`config.mk`:
```
export PLATFORM = sky130hd
export DESIGN_NAME = memtest_mem_responder_flat
export DESIGN_NICKNAME = d
export VERILOG_FILES = /design/src/rtl/memtest_mem_responder_if.sv /design/src/rtl/memtest_mem_responder.sv /design/src/flat_wrapper.sv
export SDC_FILE = /design/constraint.sdc
export NUM_CORES = 2
export LEC_CHECK = 0
export ABC_AREA = 0
export CAP_MARGIN = 20
export CORE_AREA = 2 2 454 456
export DETAILED_ROUTE_END_ITERATION = 10
export DIE_AREA = 0 0 456 458
export GPL_TIMING_DRIVEN = 0
export MAX_ROUTING_LAYER = met4
export PLACE_DENSITY_LB_ADDON = 0.1
export SYNTH_ARGS = -nofsm -noshare
export SYNTH_HDL_FRONTEND = slang
export SYNTH_SLANG_ARGS = --single-unit
```
`constraint.sdc`:
```
create_clock -name i_clk -period 4.93 [get_ports i_clk]
set_input_delay 0.986 -clock i_clk [delete_from_list [all_inputs] [get_ports i_clk]]
set_output_delay 0.986 -clock i_clk [all_outputs]
set_load 0.05 [all_outputs]
```
`src/rtl/memtest_mem_responder_if.sv`:
```
// Request/response bus between a memory tester (master) and the memory responder (slave).
// Requests are level-sampled by the responder; completions are single-cycle pulses.
interface memtest_mem_responder_if #(
  parameter int unsigned DATUM_WIDTH = 8,
  parameter int unsigned ADDR_WIDTH  = 8
);
  logic                   i_wr_req;
  logic                   i_rd_req;
  logic [ADDR_WIDTH-1:0]  i_address;
  logic [DATUM_WIDTH-1:0] i_memory_data_write;
  logic                   o_memory_write_ready;
  logic                   o_memory_read_valid;
  logic [DATUM_WIDTH-1:0] o_memory_data_read;
  logic                   o_busy;

  modport master (
    output i_wr_req, i_rd_req, i_address, i_memory_data_write,
    input  o_memory_write_ready, o_memory_read_valid, o_memory_data_read, o_busy
  );

  modport slave (
    input  i_wr_req, i_rd_req, i_address, i_memory_data_write,
    output o_memory_write_ready, o_memory_read_valid, o_memory_data_read, o_busy
  );
endinterface

```
`src/rtl/memtest_mem_responder.sv`:
```
// Word-addressed memory model with fixed write/read latency; MEM_FAULT_INJECT_EN forces a stuck read bit.
// Latency: ready/valid pulse one cycle after the WR_LATENCY/RD_LATENCY-th edge past the request.
// Backpressure: none queued; requests arriving while busy are dropped and must be re-asserted.
module memtest_mem_responder #(
  parameter int unsigned DATUM_WIDTH = 8,
  parameter int unsigned ADDR_WIDTH  = 8,
  parameter int unsigned WR_LATENCY  = 2,
  parameter int unsigned RD_LATENCY  = 3,
  parameter int unsigned STUCK_BIT   = 0,
  parameter int unsigned STUCK_VALUE = 1
) (
  input  logic                 i_clk,
  input  logic                 i_rst_sync,
  memtest_mem_responder_if.slave bus
);

  if (WR_LATENCY < 1 || WR_LATENCY > 15) begin : g_bad_wr_latency
    $error("WR_LATENCY must be in 1..15");
  end
  if (RD_LATENCY < 1 || RD_LATENCY > 15) begin : g_bad_rd_latency
    $error("RD_LATENCY must be in 1..15");
  end
  if (STUCK_BIT >= DATUM_WIDTH || STUCK_VALUE > 1) begin : g_bad_stuck
    $error("STUCK_BIT must index a datum bit and STUCK_VALUE must be 0 or 1");
  end

  localparam logic [3:0] WR_CNT0 = 4'(WR_LATENCY - 1);
  localparam logic [3:0] RD_CNT0 = 4'(RD_LATENCY - 1);

  typedef enum logic [1:0] {IDLE, WR_WAIT, RD_WAIT} state_t;

  state_t                 state, state_nxt;
  logic [3:0]             cnt, cnt_nxt;
  logic [ADDR_WIDTH-1:0]  addr_q, addr_nxt;
  logic [DATUM_WIDTH-1:0] wdata_q, wdata_nxt;
  logic                   wr_ready_q, wr_ready_nxt;
  logic                   rd_valid_q, rd_valid_nxt;
  logic [DATUM_WIDTH-1:0] rdata_q, rdata_fx;
  logic                   mem_we, rdata_ld;

  logic [DATUM_WIDTH-1:0] mem [0:(1 << ADDR_WIDTH) - 1];

  always_comb begin
    state_nxt    = state;
    cnt_nxt      = cnt;
    addr_nxt     = addr_q;
    wdata_nxt    = wdata_q;
    wr_ready_nxt = 1'b0;
    rd_valid_nxt = 1'b0;
    mem_we       = 1'b0;
    rdata_ld     = 1'b0;
    case (state)
      IDLE: begin
        // write has priority; a simultaneous read is dropped
        if (bus.i_wr_req) begin
          addr_nxt  = bus.i_address;
          wdata_nxt = bus.i_memory_data_write;
          cnt_nxt   = WR_CNT0;
          state_nxt = WR_WAIT;
        end else if (bus.i_rd_req) begin
          addr_nxt  = bus.i_address;
          cnt_nxt   = RD_CNT0;
          state_nxt = RD_WAIT;
        end
      end
      WR_WAIT: begin
        if (cnt != 4'd0) begin
          cnt_nxt = cnt - 4'd1;
        end else begin
          mem_we       = 1'b1;
          wr_ready_nxt = 1'b1;
          state_nxt    = IDLE;
        end
      end
      RD_WAIT: begin
        if (cnt != 4'd0) begin
          cnt_nxt = cnt - 4'd1;
        end else begin
          rdata_ld     = 1'b1;
          rd_valid_nxt = 1'b1;
          state_nxt    = IDLE;
        end
      end
      default: state_nxt = IDLE;
    endcase
  end

  always_comb begin
    rdata_fx = mem[addr_q];
`ifdef MEM_FAULT_INJECT_EN
    rdata_fx[STUCK_BIT] = STUCK_VALUE[0];
`endif
  end

  always_ff @(posedge i_clk) begin
    if (i_rst_sync) begin
      state      <= IDLE;
      cnt        <= 4'd0;
      wr_ready_q <= 1'b0;
      rd_valid_q <= 1'b0;
      rdata_q    <= '0;
    end else begin
      state      <= state_nxt;
      cnt        <= cnt_nxt;
      wr_ready_q <= wr_ready_nxt;
      rd_valid_q <= rd_valid_nxt;
      if (rdata_ld) rdata_q <= rdata_fx;
    end
  end

  always_ff @(posedge i_clk) begin
    addr_q  <= addr_nxt;
    wdata_q <= wdata_nxt;
  end

  // reset on the commit edge must abort the write, so the enable is gated here too
  always_ff @(posedge i_clk) begin
    if (mem_we && !i_rst_sync) mem[addr_q] <= wdata_q;
  end

  assign bus.o_memory_write_ready = wr_ready_q;
  assign bus.o_memory_read_valid  = rd_valid_q;
  assign bus.o_memory_data_read   = rdata_q;
  assign bus.o_busy               = (state != IDLE);

endmodule
```
`src/flat_wrapper.sv`:
```
// flat-port wrapper written by rule: the top's interface ports become plain ports
module memtest_mem_responder_flat 
#(
  parameter int unsigned DATUM_WIDTH = 8,
  parameter int unsigned ADDR_WIDTH  = 8,
  parameter int unsigned WR_LATENCY  = 2,
  parameter int unsigned RD_LATENCY  = 3,
  parameter int unsigned STUCK_BIT   = 0,
  parameter int unsigned STUCK_VALUE = 1
)
  (i_clk, i_rst_sync, bus_i_wr_req, bus_i_rd_req, bus_i_address, bus_i_memory_data_write, bus_o_memory_write_ready, bus_o_memory_read_valid, bus_o_memory_data_read, bus_o_busy);
  memtest_mem_responder_if #(.DATUM_WIDTH(DATUM_WIDTH), .ADDR_WIDTH(ADDR_WIDTH)) bus_i ();
  input  logic i_clk;
  input  logic i_rst_sync;
  input wire logic [$bits(bus_i.i_wr_req)-1:0] bus_i_wr_req;
  input wire logic [$bits(bus_i.i_rd_req)-1:0] bus_i_rd_req;
  input wire logic [$bits(bus_i.i_address)-1:0] bus_i_address;
  input wire logic [$bits(bus_i.i_memory_data_write)-1:0] bus_i_memory_data_write;
  output wire logic [$bits(bus_i.o_memory_write_ready)-1:0] bus_o_memory_write_ready;
  output wire logic [$bits(bus_i.o_memory_read_valid)-1:0] bus_o_memory_read_valid;
  output wire logic [$bits(bus_i.o_memory_data_read)-1:0] bus_o_memory_data_read;
  output wire logic [$bits(bus_i.o_busy)-1:0] bus_o_busy;
  assign bus_i.i_wr_req = bus_i_wr_req;
  assign bus_i.i_rd_req = bus_i_rd_req;
  assign bus_i.i_address = bus_i_address;
  assign bus_i.i_memory_data_write = bus_i_memory_data_write;
  assign bus_o_memory_write_ready = bus_i.o_memory_write_ready;
  assign bus_o_memory_read_valid = bus_i.o_memory_read_valid;
  assign bus_o_memory_data_read = bus_i.o_memory_data_read;
  assign bus_o_busy = bus_i.o_busy;
  memtest_mem_responder #(.DATUM_WIDTH(DATUM_WIDTH), .ADDR_WIDTH(ADDR_WIDTH), .WR_LATENCY(WR_LATENCY), .RD_LATENCY(RD_LATENCY), .STUCK_BIT(STUCK_BIT), .STUCK_VALUE(STUCK_VALUE)) u_core (.i_clk(i_clk), .i_rst_sync(i_rst_sync), .bus(bus_i));
endmodule
```
# Word level (Yosys, flattened, before mapping)
# Memories as Yosys holds them, arrays and structs flattened. A register that Yosys moved wholly into a read port is not among the register bits.
# Cells that the tools add are included.
# totals
input_bits	20
out_inout_bits	11
reg_bits	24
ramBits	2048
memories	1
wordCells	40
# memory_table
name	words	width	read_ports	rd_ports_with_merged_regs	wr	line	source
u_core.mem	256	8	1	1	1	memtest_mem_responder.sv:41	logic [DATUM_WIDTH-1:0] mem [0:(1 << ADDR_WIDTH) - 1];
# classes
n_mux	15
eq_ne	5
n_reduce_logical	12
add_sub_neg	1
# op_table
cell	n
8-bit 2-to-1 mux	2
4-bit 2-to-1 mux	3
4-bit case mux with 2 select lines	1
2-bit 2-to-1 mux	3
2-bit AND reduction	3
2-bit nonzero test	3
1-bit 2-to-1 mux	5
2-bit case mux with 2 select lines	1
4-bit nonzero test	1
4-bit by 1-bit subtractor with 4-bit output, second input constant	1
3-bit inequality test, second input constant	1
3-bit AND reduction	1
2-bit by 1-bit equality test with 1-bit output, second input constant	1
2-bit equality test, second input constant	1
2-bit logical NOT	1
2-bit by 1-bit inequality test with 1-bit output, second input constant	1
2-bit inequality test, second input constant	1
2-bit OR reduction	1
1-bit logical AND	1
1-bit logical NOT	1

# Logic depth before layout (Yosys ltp)
# depth
word_depth	6
mapped_depth	13
ltp_nobuf	9

# Worst setup path after synthesis
# OpenSTA, ideal clock, no wires.
# synth_timing
kind	reg-to-reg
from	reg u_core.wdata_q[0]
to	mem u_core.mem[0][0] (data pin)
period_less_slack_ns	4.046
arrival_ns	3.228
slack_ns	0.884
t_required_ns	4.113
stages_incl_launch_ff	1
n_path_buf	0
cell_sequence	edfxtp_1
# synth_lines
item	line	source
start: declaration	memtest_mem_responder.sv:35	logic [DATUM_WIDTH-1:0] wdata_q, wdata_nxt;
start signal: assignment	memtest_mem_responder.sv:113	wdata_q <= wdata_nxt;
end: declaration	memtest_mem_responder.sv:41	
# No word-level cell before the write port.

# Worst setup path after layout
# layout_timing
from	reg u_core.addr_q[1]
to	mem u_core.mem[134][6] (enable)
# layout_lines
item	line	source
start: declaration	memtest_mem_responder.sv:34	logic [ADDR_WIDTH-1:0] addr_q, addr_nxt;
start signal: assignment	memtest_mem_responder.sv:112	addr_q <= addr_nxt;
# No word-level cell before the write port.

==> results.txt <==
The run finished, with violations left. The checks that failed: setup timing. The number of library cell types mapped by synthesis came out at 69. For the synthesized instance count, the log shows 3930.

The number of max-cap violations was 0. The startpoint identified for the worst hold timing path is u_core.cnt[0]. The critical path goes through buf_6, buf_12, buf_4, buf_6, buf_6, buf_6, buf_2, and3_1, nand2_2, buf_2, nor2_2. Top-level port count: 31. Across the VDD grid, the largest voltage drop is 0.386 mV. The logs give 22 for the number of antenna violations at the first check in global routing and 81200 um2 for the total standard cell area after synthesis. The type of the tightest min-delay check was register to register. Among all flip-flop cells after synthesis, the most frequent one is sky130_fd_sc_hd__edfxtp_1. The detail-routed via count per cell is 6.26, and the final number of hold-violating endpoints is 0. The area fraction of the dominant cell type after synthesis is 76.3%. The logs give 3 for the maximum count of clock buffers along a single path and -0.18 ns for the setup slack of the worst register-to-register path. The static leakage power is 29.9 nW, and the number of violations reported at the end of detailed-routing iteration 0 is 7654. The area inside the core boundary is 204000 um2. For the slack of the critical path, the log shows -0.184 ns.

The tools report the start point of the critical path as u_core.addr_q[1]. Clock-pin slew was measured on the worst setup and hold paths at 0.06 ns. The worst setup path is of the register to register kind.

The area growth from synthesis to layout was 17.3%. The run gives 0 as the count of nets left with antenna violations after detail routing. The number of input and output port buffers inserted was 30. Total half-perimeter wirelength after legalization and detailed placement: 211000 um. Peak fanout along the critical path: 10. Wires add up to 312000 um.

The number of global-route vias before repair came out at 43100. The startpoint class of the critical path is a register. Timing would allow up to 196 MHz. The tools report the final weighted congestion in routability-driven placement as 0.976. Setup repair after global routing could not meet its margin everywhere.

The tools report the total routing usage reported by global routing as 30.6%. The count of unresolved DRC violations after routing was 0; the global-route wire length before repair was 408000 um. The logs give 4321 for the net count reported at finish and 0 for the max-slew violation total from the final report. The clock tree synthesis step divided the H-tree into 4 levels. The TritonCTS buffer count was 217; the clock latency on the worst-skew pair was 0.89 ns.

After clock tree synthesis, the setup repair step added 0 buffers. The post-synthesis cell type with the largest combined area is sky130_fd_sc_hd__edfxtp_1. The maximum clock skew at final layout was 0.0393 ns; the clock period minus worst slack was 5.11 ns.

The run gives 44900 as the vias after detailed routing. The tools report the total power as 46.7 mW. The synthesized design contains 2064 enable-type register cells. After detailed routing, the average wire length per cell comes to 43.4 um. Setup violations remaining at the end of the flow were counted as 467. For this run, asynchronously set or reset flops after synthesis account for 0%.

The arrival time reported for the critical path endpoint was 5.62 ns; the maximum number of pins on one net before global-route repair was 33. The measured slew at the worst slew-check pin is 1.33 ns. In the final layout, the share of cells above drive strength 1 is 28.1%. Measured against its own limit, the worst slew margin works out to 11.0%.

For this run, the detailed router's first-pass iteration total came to 6. In this run the critical register-to-register path is launched from u_core.addr_q[1]. The floorplan has 166 rows. For this run, the slowest stage of the critical path takes 0.66 ns. The endpoint required time on the critical path was 5.44 ns. For this configuration, the core starts out at a cell density of 39.9%. From left edge to right edge, the die measures 456 um. In the post-synthesis netlist, the biggest area contributors are sky130_fd_sc_hd__edfxtp_1 76%, sky130_fd_sc_hd__mux4_2 12%, sky130_fd_sc_hd__mux2i_1 2.2%. The root buffer cell chosen for the clock tree is sky130_fd_sc_hd__clkbuf_16. Power per standard cell area: 490 nW/um2.

For the final routed database, the setup TNS stands at -33.20 ns. The count of cells in the finished layout, fillers not included, comes to 7180. The tools report the kind of end point of the critical path as a register. The part of the Yosys area used for sequential elements came out at 76.7%.

Counting stages on the worst path, the most repeated cell is sky130_fd_sc_hd__buf_6. The total number of yosys warnings was 0. The largest individual stage delay along the critical path comes from the cell sky130_fd_sc_hd__nor2_2.

The tree built by TritonCTS fans out to 2080 sinks. Summed over all layers, the global routing overflow is 0. Counting every net in the synthesized netlist gives 3954.

TritonCTS built the clock tree. The synthesized design contains 2080 register bits. Measured along the y axis, the die boundary spans 458 um. The number of placed instances with taps included was 6766; the share of the cycle needed by the critical path after routing was 104%. The die covers 209000 um2. A synthesized cell averages 20.7 um2.
-- synthesized netlist by cell type, types with 4 or more instances --
cell                        instances
sky130_fd_sc_hd__nand3_1           64
sky130_fd_sc_hd__mux4_1             8
sky130_fd_sc_hd__buf_12             6
sky130_fd_sc_hd__nor3_1            11
sky130_fd_sc_hd__o311a_1            4
sky130_fd_sc_hd__buf_1              9
sky130_fd_sc_hd__o211ai_1           4
sky130_fd_sc_hd__o22ai_1           39
sky130_fd_sc_hd__a22o_1             9
sky130_fd_sc_hd__and2_1            11
sky130_fd_sc_hd__ha_1               4
sky130_fd_sc_hd__mux2_2            30
sky130_fd_sc_hd__nand2_1          165
sky130_fd_sc_hd__o221ai_1           7
sky130_fd_sc_hd__a2111oi_0          6
sky130_fd_sc_hd__a211oi_1          16
sky130_fd_sc_hd__nor2b_1           14
sky130_fd_sc_hd__and4_1             4
sky130_fd_sc_hd__nand2b_1           9
sky130_fd_sc_hd__buf_4             50
sky130_fd_sc_hd__dfxtp_1           16
sky130_fd_sc_hd__a221oi_1           6
sky130_fd_sc_hd__buf_6             27
sky130_fd_sc_hd__o21ai_0           26
sky130_fd_sc_hd__o2111ai_1          7
sky130_fd_sc_hd__inv_1             12
sky130_fd_sc_hd__buf_2             85
sky130_fd_sc_hd__o31ai_1            8
sky130_fd_sc_hd__and3_1            11
sky130_fd_sc_hd__clkbuf_1          57
sky130_fd_sc_hd__edfxtp_1        2064
sky130_fd_sc_hd__mux2i_1          181
sky130_fd_sc_hd__a21oi_1           36
sky130_fd_sc_hd__mux4_2           448
sky130_fd_sc_hd__a22oi_1           63
sky130_fd_sc_hd__a32oi_1           28
sky130_fd_sc_hd__nor2_1           304
sky130_fd_sc_hd__nand4_1           22
sky130_fd_sc_hd__nor4_1             7
sky130_fd_sc_hd__a31oi_1            9
-- path summary, 6_finish.rpt --
path / depth (start not counted) / endpoint
max reg2reg: 11 / u_core.mem[134][6]
min reg2reg: 2 / u_core.cnt[0]
max: 11 / u_core.mem[134][6]
min: 2 / u_core.cnt[0]
-- metrics by stage --
step           area (um2)  utilization [%]  setup WS, ns  hold slack [ns]
2_1_floorplan       81200                -         0.884            0.445
3_3_place_gp        84900             41.7         -3.67            0.475
3_5_place_dp        87500             43.0         -1.27            0.479
4_1_cts             95200             46.7       -0.0639            0.488
5_1_grt             95300             46.8       -0.0818            0.517
6_report            95300             46.8        -0.184            0.492
-- kinds of logic after synthesis --
group	after synthesis	synth area share, %
flip-flops	2080	76.7
multiplexers	667	15.3
AND/OR/NAND/NOR	644	3.46
AO/OA/AOI/OAI	285	2.52
buffers and inverters	248	1.89
adder cells (fa/ha/maj)	4	0.0616
XOR/XNOR	2	0.0216
-- worst max-delay path, delay by kind of cell, from the launching register on --
family / cells / cell delay (ns)
buf+inv: 8 / 2.73
simple gates: 3 / 1.50
flops: 1 / 0.36
-- cells in the final DEF, fill, tap and decap left out, drive strengths merged, types with 12 or more instances in the layout --
cell | synthesis | routed
bufinv | 0 | 21
clkdlybuf4s50 | 0 | 30
clkbuf | 57 | 318
mux4 | 456 | 456
nand2 | 165 | 165
nor2 | 304 | 304
inv | 12 | 25
clkinv | 1 | 103
mux2i | 181 | 181
nand4 | 22 | 22
and2 | 12 | 12
o22ai | 39 | 39
a21oi | 36 | 36
o21ai | 26 | 26
diode | 0 | 13
nor2b | 14 | 14
a32oi | 28 | 28
a211oi | 17 | 17
nand3 | 64 | 64
a22oi | 63 | 63
dfxtp | 16 | 16
edfxtp | 2064 | 2064
buf | 178 | 296
mux2 | 30 | 30
-- per-layer routing --
layer  GRT usage [%]  share of wire, %  routed length [um]
met1            41.1                40              125000
met2            43.8                44              138000
met3            7.66                10               31800
met4            14.0               5.3               16400
met5               -                 0                   0
-- flip-flops by register name, indices dropped and copies added (netlist names) --
| signal | count |
|---|---|
| u_core.cnt | 4 |
| u_core.wdata_q | 8 |
| u_core.state | 2 |
| u_core.mem | 2048 |
| u_core.addr_q | 8 |
| u_core.bus.o_memory_data_read | 8 |
| u_core.bus.o_memory_write_ready | 1 |
| u_core.bus.o_memory_read_valid | 1 |
-- cell type report --
| class | count | area, um2 |
|---|---|---|
| clock inverter | 140 | 1290 |
| antenna | 13 | 32.5 |
| tap | 2688 | 3360 |
| fill | 17000 | 108000 |
| clock buffer | 261 | 5640 |
| inverter | 13 | 48.8 |
| sequential | 2080 | 62300 |
| timing repair buffer | 149 | 2950 |
| multi-input combinational | 1602 | 18100 |
| buffer | 234 | 1560 |
-- power by group --
part           total [mW]  switching [mW]  internal [mW]  leakage, nW
clock                16.4            7.13           9.23         3.39
combinational        10.1            6.96           3.15         7.87
sequential           20.2           0.164           20.1         18.7
total                46.7            14.3           32.5         29.9
-- what timing repair did --
item | CTS | global route
gates resized for setup | 224 | 30
pin swaps | 0 | 0
endpoints found under the setup margin | 1900 | 294
cloned | 0 | 0
hold buffers | 0 | 0
Note: power is estimated with default switching activity, not from simulation.
